## src/rtl/pipe_pkg.sv

```systemverilog
// pipe_pkg: shared payload layout and handshake state encoding for pipeline stage registers
package pipe_pkg;

    localparam int INSTR_W     = 32;
    localparam int PC_W        = 32;
    localparam int PIPE_DATA_W = INSTR_W + 2 * PC_W;

    localparam int INSTR_LSB = 0;
    localparam int PC_LSB    = INSTR_LSB + INSTR_W;
    localparam int PC4_LSB   = PC_LSB + PC_W;

    typedef struct packed {
        logic [PC_W-1:0]    pc4;
        logic [PC_W-1:0]    pc;
        logic [INSTR_W-1:0] instr;
    } if_id_t;

    typedef enum logic [1:0] {
        ST_EMPTY = 2'b00,
        ST_FULL  = 2'b10,
        ST_SKID  = 2'b11
    } hs_state_e;

endpackage

```

## src/rtl/pipe_cnt_sat.sv

```systemverilog
// pipe_cnt_sat: saturating event counter, cleared only by reset
module pipe_cnt_sat #(
    parameter int CNT_W = 16
) (
    input  logic             clk,
    input  logic             rst_n,
    input  logic             inc,
    output logic [CNT_W-1:0] cnt
);

    logic [CNT_W-1:0] cnt_q, cnt_d;

    // count up on inc, sticking at all-ones
    always_comb cnt_d = (inc && !(&cnt_q)) ? cnt_q + CNT_W'(1) : cnt_q;

    // counter register
    always_ff @(posedge clk or negedge rst_n)
        if (!rst_n) cnt_q <= '0;
        else        cnt_q <= cnt_d;

    assign cnt = cnt_q;

endmodule

```

## src/rtl/pipe_stage_hs.sv

```systemverilog
// pipe_stage_hs: valid/ready pipeline register with optional skid buffer, flush and stall counter
module pipe_stage_hs
    import pipe_pkg::*;
#(
    parameter int DATA_W = PIPE_DATA_W,
    parameter int SKID   = 1,
    parameter int CNT_W  = 16
) (
    input  logic              clk,
    input  logic              reset,
    input  logic              flush,
    input  logic              in_valid,
    output logic              in_ready,
    input  logic [DATA_W-1:0] in_data,
    output logic              out_valid,
    input  logic              out_ready,
    output logic [DATA_W-1:0] out_data,
    output logic [CNT_W-1:0]  stall_cnt
);

    if (SKID != 0) begin : g_skid
        hs_state_e         state_q, state_d;
        logic [DATA_W-1:0] main_q, main_d, skid_q, skid_d;
        logic              in_fire, out_fire;

        assign in_ready  = ~state_q[0];
        assign out_valid = state_q[1];
        assign out_data  = main_q;
        assign in_fire   = in_valid & in_ready;
        assign out_fire  = out_valid & out_ready;

        // next state: flush empties both entries, otherwise skid-buffer transitions
        always_comb begin
            state_d = state_q;
            main_d  = main_q;
            skid_d  = skid_q;
            if (flush) begin
                state_d = ST_EMPTY;
                main_d  = '0;
                skid_d  = '0;
            end else begin
                case (state_q)
                    ST_EMPTY: if (in_fire) begin
                        main_d  = in_data;
                        state_d = ST_FULL;
                    end
                    ST_FULL: if (in_fire && out_fire) begin
                        main_d = in_data;
                    end else if (in_fire) begin
                        skid_d  = in_data;
                        state_d = ST_SKID;
                    end else if (out_fire) begin
                        state_d = ST_EMPTY;
                    end
                    ST_SKID: if (out_fire) begin
                        main_d  = skid_q;
                        state_d = ST_FULL;
                    end
                    default: state_d = ST_EMPTY;
                endcase
            end
        end

        // state and payload registers
        always_ff @(posedge clk or negedge reset)
            if (!reset) begin
                state_q <= ST_EMPTY;
                main_q  <= '0;
                skid_q  <= '0;
            end else begin
                state_q <= state_d;
                main_q  <= main_d;
                skid_q  <= skid_d;
            end
    end else begin : g_single
        logic              main_v_q, main_v_d;
        logic [DATA_W-1:0] main_q, main_d;
        logic              in_fire, out_fire;

        assign in_ready  = ~main_v_q | out_ready;
        assign out_valid = main_v_q;
        assign out_data  = main_q;
        assign in_fire   = in_valid & in_ready;
        assign out_fire  = out_valid & out_ready;

        // single entry: load on accept, drain on departure, clear on flush
        always_comb begin
            main_v_d = main_v_q;
            main_d   = main_q;
            if (flush) begin
                main_v_d = 1'b0;
                main_d   = '0;
            end else if (in_fire) begin
                main_v_d = 1'b1;
                main_d   = in_data;
            end else if (out_fire) begin
                main_v_d = 1'b0;
            end
        end

        // valid and payload register
        always_ff @(posedge clk or negedge reset)
            if (!reset) begin
                main_v_q <= 1'b0;
                main_q   <= '0;
            end else begin
                main_v_q <= main_v_d;
                main_q   <= main_d;
            end
    end

    pipe_cnt_sat #(.CNT_W(CNT_W)) u_stall_cnt (
        .clk   (clk),
        .rst_n (reset),
        .inc   (out_valid & ~out_ready),
        .cnt   (stall_cnt)
    );

endmodule

```

## config.mk

```make
export PLATFORM = sky130hd
export DESIGN_NAME = pipe_stage_hs
export DESIGN_NICKNAME = d
export VERILOG_FILES = /design/src/rtl/pipe_pkg.sv /design/src/rtl/pipe_cnt_sat.sv /design/src/rtl/pipe_stage_hs.sv
export SDC_FILE = /design/constraint.sdc
export NUM_CORES = 1
export LEC_CHECK = 0
export CAP_MARGIN = 15
export CORE_ASPECT_RATIO = 0.7
export CORE_MARGIN = 1.5
export CORE_UTILIZATION = 47
export CTS_BUF_LIST = sky130_fd_sc_hd__clkbuf_8
export DETAILED_ROUTE_END_ITERATION = 16
export PLACE_DENSITY = 0.9
export SKIP_CTS_REPAIR_TIMING = 1
export SLEW_MARGIN = 20
export SYNTH_ARGS = -nofsm -noshare
export SYNTH_HDL_FRONTEND = slang
export SYNTH_HIERARCHICAL = 1
export SYNTH_SLANG_ARGS = --single-unit
```

## constraint.sdc

```tcl
create_clock -name clk -period 2 [get_ports clk]
set_clock_uncertainty 0.05 [all_clocks]
set_input_delay 0.3 -clock clk [delete_from_list [all_inputs] [get_ports clk]]
set_output_delay 0.3 -clock clk [all_outputs]
set_load 0.01 [all_outputs]
```

==> parameters.txt, run 1 <==
Parameter                              Value

Finish
  Utilization after layout    0.675
  Fin cells    about 1300
  Proportion of layout cells with a drive suffix above 1    0.215
  Number of nets in the layout    between 1000 and 1500
  Synth-to-layout area growth    41.4%
  ANT cells    0
  Area used by multi-input combinational logic    between 0.004 and 0.005 mm^2
  Footprint of the flip-flops and latches    roughly 0.0053 mm^2
  FILL cells    roughly 1400

Synth
  Post-Synthesis Cell Area    0.00940 mm^2
  Post-synthesis register bit count    between 200 and 250
  Cells after Synth    approximately 730
  Mean area per synthesized cell    12.8 um^2
  Sequential share of the synthesized area    0.559
  Synth Warn #    6
  Net count of the mapped netlist    840
  Number of enable flip-flop cells after synthesis    0
  Main synth FF type    sky130_fd_sc_hd__dfrtp_1
  Number of library cell types mapped by synthesis    40
  Post-synth ARST share    1.00

Clock network
  Clock input transition at the sequential cells of the worst setup and hold paths    ~60 ps
  Num CTS Buffers    34
  Clock sink total    210
  Clock Tree Root    sky130_fd_sc_hd__clkbuf_8
  Maximum root-to-sink buffer count    3
  Clk_lat worst skew    ~500 ps
  H-tree depth reported by CTS    2
  Clock tree from TritonCTS    yes

Worst setup path
  Critical Path Start Type    register
  Largest fanout of any net on the critical path    13
  Critical path type    reg2reg
  Arrival time at the worst endpoint    roughly 2500 ps
  Flop2flop setup slack    -140 ps
  CP Cell Sequence    ha_4, or4_4, nand3_4, buf_8, buf_12, mux2_2
  Cell type of the slowest stage on the worst timing path    sky130_fd_sc_hd__or4_4
  WP buf/inv    2
  Required time at the worst-slack endpoint    2330 ps
  Crit. End Element    register
  Highest cell delay on the worst timing path    540 ps
  Kind of cell adding the most delay to the critical path    simple AND/OR/NAND/NOR gates

STA
  Tightest slew margin relative to the limit    0.595
  Number of failing hold endpoints at the final stage    0
  Share of the clock period used by the worst path    1.07
  Setup WS post-layout    -139 ps
  Achievable Freq    467 MHz
  Setup violation total in the final timing report    96
  Unrepaired setup endpoints after global routing    yes
  Measured slew at the worst slew-check pin    between 600 and 700 ps
  Final count of pins violating max slew    0
  Time the final worst path needs with I/O delays and setup    around 2100 ps

Routing
  Initial drt markers    between 500 and 600
  Average vias per placed instance    5.52
  Total via count in the routed design    ~7100
  Total wirelength of the detailed-routed design    approximately 25 mm
  Routed length per instance    between 15 and 20 um
  1st-pass router iterations    5
  Count of antenna-violating nets left after detailed routing    0
  DRC    0

GRT
  Overall overflow remaining after global route    0
  Global-route total usage across every layer    0.226
  First-pass GRT wire length    37.0 mm
  Initial antenna violation count    0
  Via count of the first global-routing pass    between 7000 and 8000
  Maximum number of pins on one net before global-route repair    57

Power and ir drop
  Power density cells    around 1300 mW/mm^2
  Leakage power of the design    roughly 6 nW
  VDD IR max    between 0.7 and 0.8 mV

Floorplan
  Total Die Area    roughly 0.021 mm^2
  Floorplan row count    43
  Width of the chip    approximately 170 um
  Core Area    ~0.02 mm^2
  IO Count    between 200 and 250
  Initial Util    0.477
  Height of the die    roughly 120 um

Placed design
  Number of I/O port buffers    between 200 and 250
  Final HPWL DP    15.2 mm
  Placed Cells incl. Taps    about 1200
  Routability congestion estimate    slightly below 0.8

Run status
  Failing checks    setup timing
  Status    complete, but fails checks

Min path
  Type of the most critical hold path    in2reg

Run
  Max-capacitance violation count    0
where the power goes:
part	internal (mW)	switching (mW)
combinational	4.26	2.82
sequential	5.41	0.769
clock	2.02	1.66
Yosys cell counts (7+ instances only):
cell | n | area share
sky130_fd_sc_hd__buf_1 | 9 | 0.0036
sky130_fd_sc_hd__clkbuf_1 | 20 | 0.0080
sky130_fd_sc_hd__buf_2 | 20 | 0.011
sky130_fd_sc_hd__mux2i_1 | 98 | 0.10
sky130_fd_sc_hd__xor2_1 | 8 | 0.0075
sky130_fd_sc_hd__dfrtp_1 | 210 | 0.56
sky130_fd_sc_hd__nand3_1 | 7 | 0.0037
sky130_fd_sc_hd__nor2_1 | 103 | 0.041
sky130_fd_sc_hd__mux2_2 | 60 | 0.072
sky130_fd_sc_hd__a22o_1 | 96 | 0.089
sky130_fd_sc_hd__mux2_1 | 40 | 0.048
kinds of logic after synthesis:
| group | Yosys count | synth area share |
|---|---|---|
| buffers and inverters | 58 | 0.0294 |
| xor gates and xnor gates | 12 | 0.0112 |
| AOI/OAI and AO/OA | 105 | 0.0957 |
| muxes | 198 | 0.224 |
| DFF | 210 | 0.559 |
| adders and majority gates | 6 | 0.00799 |
| and+or+nand+nor | 144 | 0.0724 |
cell type report:
cell class	count	area share
clock buffer	42	0.0435
clock inverter	19	0.00753
inverter	4	0.00113
multi-input combinational	465	0.311
sequential	210	0.396
tap	270	0.0254
timing repair buffer	268	0.215
cell usage in the layout, fill, tap and decap left out, drive strengths merged, types with 4 or more instances in the layout:
| cell | instances |
|---|---|
| nand2 | 6 |
| ha | 6 |
| inv | 20 |
| dfrtp | 210 |
| mux2i | 98 |
| nor2 | 103 |
| xor2 | 8 |
| nand3 | 8 |
| nor3 | 5 |
| mux2 | 100 |
| xnor2 | 4 |
| clkdlybuf4s50 | 210 |
| buf | 48 |
| clkbuf | 49 |
| nand4 | 6 |
| a22o | 96 |
final timing paths:
check | start | to | cells past startpoint
setup / recovery | g_skid.state_q[1] | out_data[88] | 6
hold / removal | flush | g_skid.state_q[0] | 4
setup reg to reg | g_skid.state_q[1] | out_data[88] | 6
hold reg to reg | out_data[38] | out_data[38] | 1
max in group asynchronous | reset | g_skid.skid_q[28] | 3
min in group asynchronous | reset | out_data[22] | 2
per-layer routing:
metal  GRT usage  part of all wire  vias to the layer above
li1            -                 -                     3147
met1       0.321              0.45                     3573
met2       0.342              0.45                      289
met3      0.0558             0.073                       41
met4      0.0652             0.019                        0
met5           0                 0                        -
tightest hold or removal path: cells and delay by family:
family	cells	cell delay [ps]
muxes	1	70
buffers and inverters	2	200
and+or+nand+nor	1	60
sequential cells by signal (all words and copies together) (netlist names):
name and flops:
out_data 96, u_stall_cnt/cnt 16, g_skid.state_q 2, g_skid.skid_q 96
metrics by stage:
| step | hold slack [ps] | total power [mW] | setup TNS, ps | setup WS, ps | cell area, um^2 |
|---|---|---|---|---|---|
| final | 134 | 16.9 | -10590 | -139 | 13300 |
| after global routing | 158 | 17.8 | -15130 | -187 | 13300 |
| after CTS | -318 | 15.8 | -15500 | -203 | 12800 |
| after detailed placement | 235 | 12.0 | -14990 | -187 | 12100 |
| after global placement | 232 | 11.9 | -10010 | -115 | 12100 |
| after floorplan | -45.6 | 9.02 | -10800 | -142 | 9480 |
Power figures use the tool's default switching activity.
==> run 2: changes to the inputs <==
--- a/config.mk
+++ b/config.mk
@@ -7,7 +7,6 @@
 export LEC_CHECK = 0
 export CAP_MARGIN = 15
 export CORE_ASPECT_RATIO = 0.7
-export CORE_MARGIN = 1.5
 export CORE_UTILIZATION = 47
 export CTS_BUF_LIST = sky130_fd_sc_hd__clkbuf_8
 export DETAILED_ROUTE_END_ITERATION = 16
==> constraint.sdc (replaced) <==
create_clock -name clk -period 1.9 [get_ports clk]
set_clock_uncertainty 0.05 [all_clocks]
set_input_delay 0.285 -clock clk [delete_from_list [all_inputs] [get_ports clk]]
set_output_delay 0.285 -clock clk [all_outputs]
set_load 0.01 [all_outputs]
==> run 2 against run 1 <==
The flow still finishes with violations (setup timing). Power rose by 7.2%. Clock-buffer cell count rose by 3. Register-to-register slack got worse by 100 ps. Final cell count rose by 0.78%. Utilization rose by 3.7 points. Clock power rose by 5%. First-iteration DRC count fell by 22%. Critical path depth did not move. Combinational power rose by 9.9%. Sequential power rose by 5.8%. Setup slack got worse by 100 ps. Sequential share of layout area fell by 1.1 points. Critical endpoint is now out_data[8].
==> parameters.txt, run 2 (synthesis results as in run 1) <==
Parameter                              Value

Worst setup path
  Crit. End Element    register
  Critical Path Start Type    register
  Cell type of the slowest stage on the worst timing path    sky130_fd_sc_hd__or4_4
  Number of cells on the worst reg-to-reg path    6
  Largest fanout of any net on the critical path    8
  Highest cell delay on the worst timing path    520 ps
  CP Cell Sequence    ha_4, or4_4, nand3_4, buf_12, clkbuf_16, mux2_2
  Critical path type    reg2reg
  WP buf/inv    2
  Arrival time at the worst endpoint    between 2000 and 2500 ps
  Flop2flop setup slack    -240 ps
  Kind of cell adding the most delay to the critical path    simple AND/OR/NAND/NOR gates
  Worst reg2reg path endpoint    out_data[8]
  Required time at the worst-slack endpoint    between 2000 and 2500 ps
  FF-to-FF Start    g_skid.state_q[1]

GRT
  Global-route total usage across every layer    0.237
  Maximum number of pins on one net before global-route repair    between 70 and 80
  Initial antenna violation count    0
  First-pass GRT wire length    just under 40 mm
  Via count of the first global-routing pass    ~7400
  Overall overflow remaining after global route    0

STA
  Number of failing hold endpoints at the final stage    0
  Setup violation total in the final timing report    96
  Time the final worst path needs with I/O delays and setup    approximately 2100 ps
  Unrepaired setup endpoints after global routing    yes
  Hold Slack    roughly 260 ps
  Share of the clock period used by the worst path    1.13
  Achievable Freq    approximately 470 MHz
  Tightest slew margin relative to the limit    0.425
  Setup WS post-layout    -242 ps
  Final count of pins violating max slew    0
  Measured slew at the worst slew-check pin    roughly 860 ps

Power and ir drop
  Power density cells    1330 mW/mm^2
  VDD IR max    just over 0.7 mV
  Leakage power of the design    a little over 6 nW

Routing
  Total via count in the routed design    roughly 7200
  Routed length per instance    around 21 um
  Count of antenna-violating nets left after detailed routing    0
  Average vias per placed instance    5.63
  Total wirelength of the detailed-routed design    27.3 mm
  DRC    0
  1st-pass router iterations    5
  Initial drt markers    430

Floorplan
  Floorplan row count    42
  Core Area    about 0.019 mm^2
  Total Die Area    0.0206 mm^2
  Height of the die    ~120 um
  IO Count    215
  Width of the chip    ~170 um
  Initial Util    0.489

Clock network
  Clk_lat worst skew    about 500 ps
  H-tree depth reported by CTS    2
  Clock input transition at the sequential cells of the worst setup and hold paths    approximately 60 ps
  Clock tree from TritonCTS    yes
  Clock sink total    210
  Maximum root-to-sink buffer count    3
  Num CTS Buffers    34
  Clock Tree Root    sky130_fd_sc_hd__clkbuf_8

Placed design
  Number of I/O port buffers    214
  Pre-CTS setup slack    -273 ps
  Final HPWL DP    15.6 mm
  Routability congestion estimate    0.809

Finish
  Synth-to-layout area growth    45.7%
  Commonest non-fill, non-tap cells in the layout    sky130_fd_sc_hd__clkdlybuf4s50_1 (204), sky130_fd_sc_hd__dfrtp_1 (199), sky130_fd_sc_hd__nor2_1 (102), sky130_fd_sc_hd__mux2i_1 (98), sky130_fd_sc_hd__a22o_1 (96)
  Number of nets in the layout    between 1000 and 1500
  Utilization after layout    0.712
  Most common cell after layout, fill and taps aside    sky130_fd_sc_hd__clkdlybuf4s50_1
  ANT cells    0
  Proportion of layout cells with a drive suffix above 1    0.245

Min path
  Type of the most critical hold path    in2reg
  Terminating pin of the worst hold path    g_skid.state_q[0]
  Cell depth of the worst hold path    5
  Hold Path Origin    flush

Run
  Max-capacitance violation count    0

Run status
  Status    complete, but fails checks
  Failing checks    setup timing
==> run 2: changes by cell type in the layout (fill, tap and decap cells not counted), sizes merged <==
cell           delta
dlymetal6s2s      +6
clkdlybuf4s50     -6
clkinv            -1
bufinv            -1
inv               -6
clkbuf           +11
buf              +13
==> run 2: per-layer routing <==
metal  wire, um  GRT usage  vias to the layer above  share of wire
met5          0          0                        -              0
met4        534     0.0642                        0          0.020
met3       2060     0.0524                       44          0.076
met2      12500      0.367                      312           0.46
met1      12100      0.338                     3698           0.45
li1           -          -                     3195              -
==> run 2: how the worst max path moves through the flow <==
| stage | from | cells past startpoint | end | slack [ps] |
|---|---|---|---|---|
| floorplan | g_skid.state_q[1] | 7 | out_data[30] | -240 |
| global placement | g_skid.state_q[0] | 6 | out_data[67] | -220 |
| detailed placement | g_skid.state_q[0] | 6 | out_data[92] | -270 |
| CTS | g_skid.state_q[0] | 6 | out_data[31] | -290 |
| global route | g_skid.state_q[1] | 6 | out_data[76] | -270 |
| finish | g_skid.state_q[1] | 6 | out_data[8] | -240 |
==> run 2: layout make-up <==
cell class,instances,area (um^2)
Multi-Input combinational cell,465,4160
Timing Repair Buffer,289,3260
Clock inverter,11,42.5
Tap cell,264,330
Fill cell,1277,5540
Sequential cell,210,5270
Inverter,4,15.0
Clock buffer,45,619
==> run 2: power by group <==
group | switching (mW) | internal [mW]
combinational | 3.12 | 4.67
sequential | 0.837 | 5.70
clock | 1.75 | 2.10
==> run 2: worst min-delay path, cell delays in order <==
cell	delay, ps
sky130_fd_sc_hd__buf_4	90
sky130_fd_sc_hd__buf_4	150
sky130_fd_sc_hd__inv_1	80
sky130_fd_sc_hd__nand3_1	70
sky130_fd_sc_hd__mux2i_1	80
==> run 2: per-stage QoR <==
stage	area [um^2]	instances	setup TNS [ps]	power (mW)
after global routing	13700	1288	-22890	19.0
final	13700	1288	-19140	18.2
after floorplan	9480	733	-20400	9.50
after CTS	12900	1260	-29860	16.6
after detailed placement	12200	1204	-31930	12.7
after global placement	12200	1204	-25000	12.5
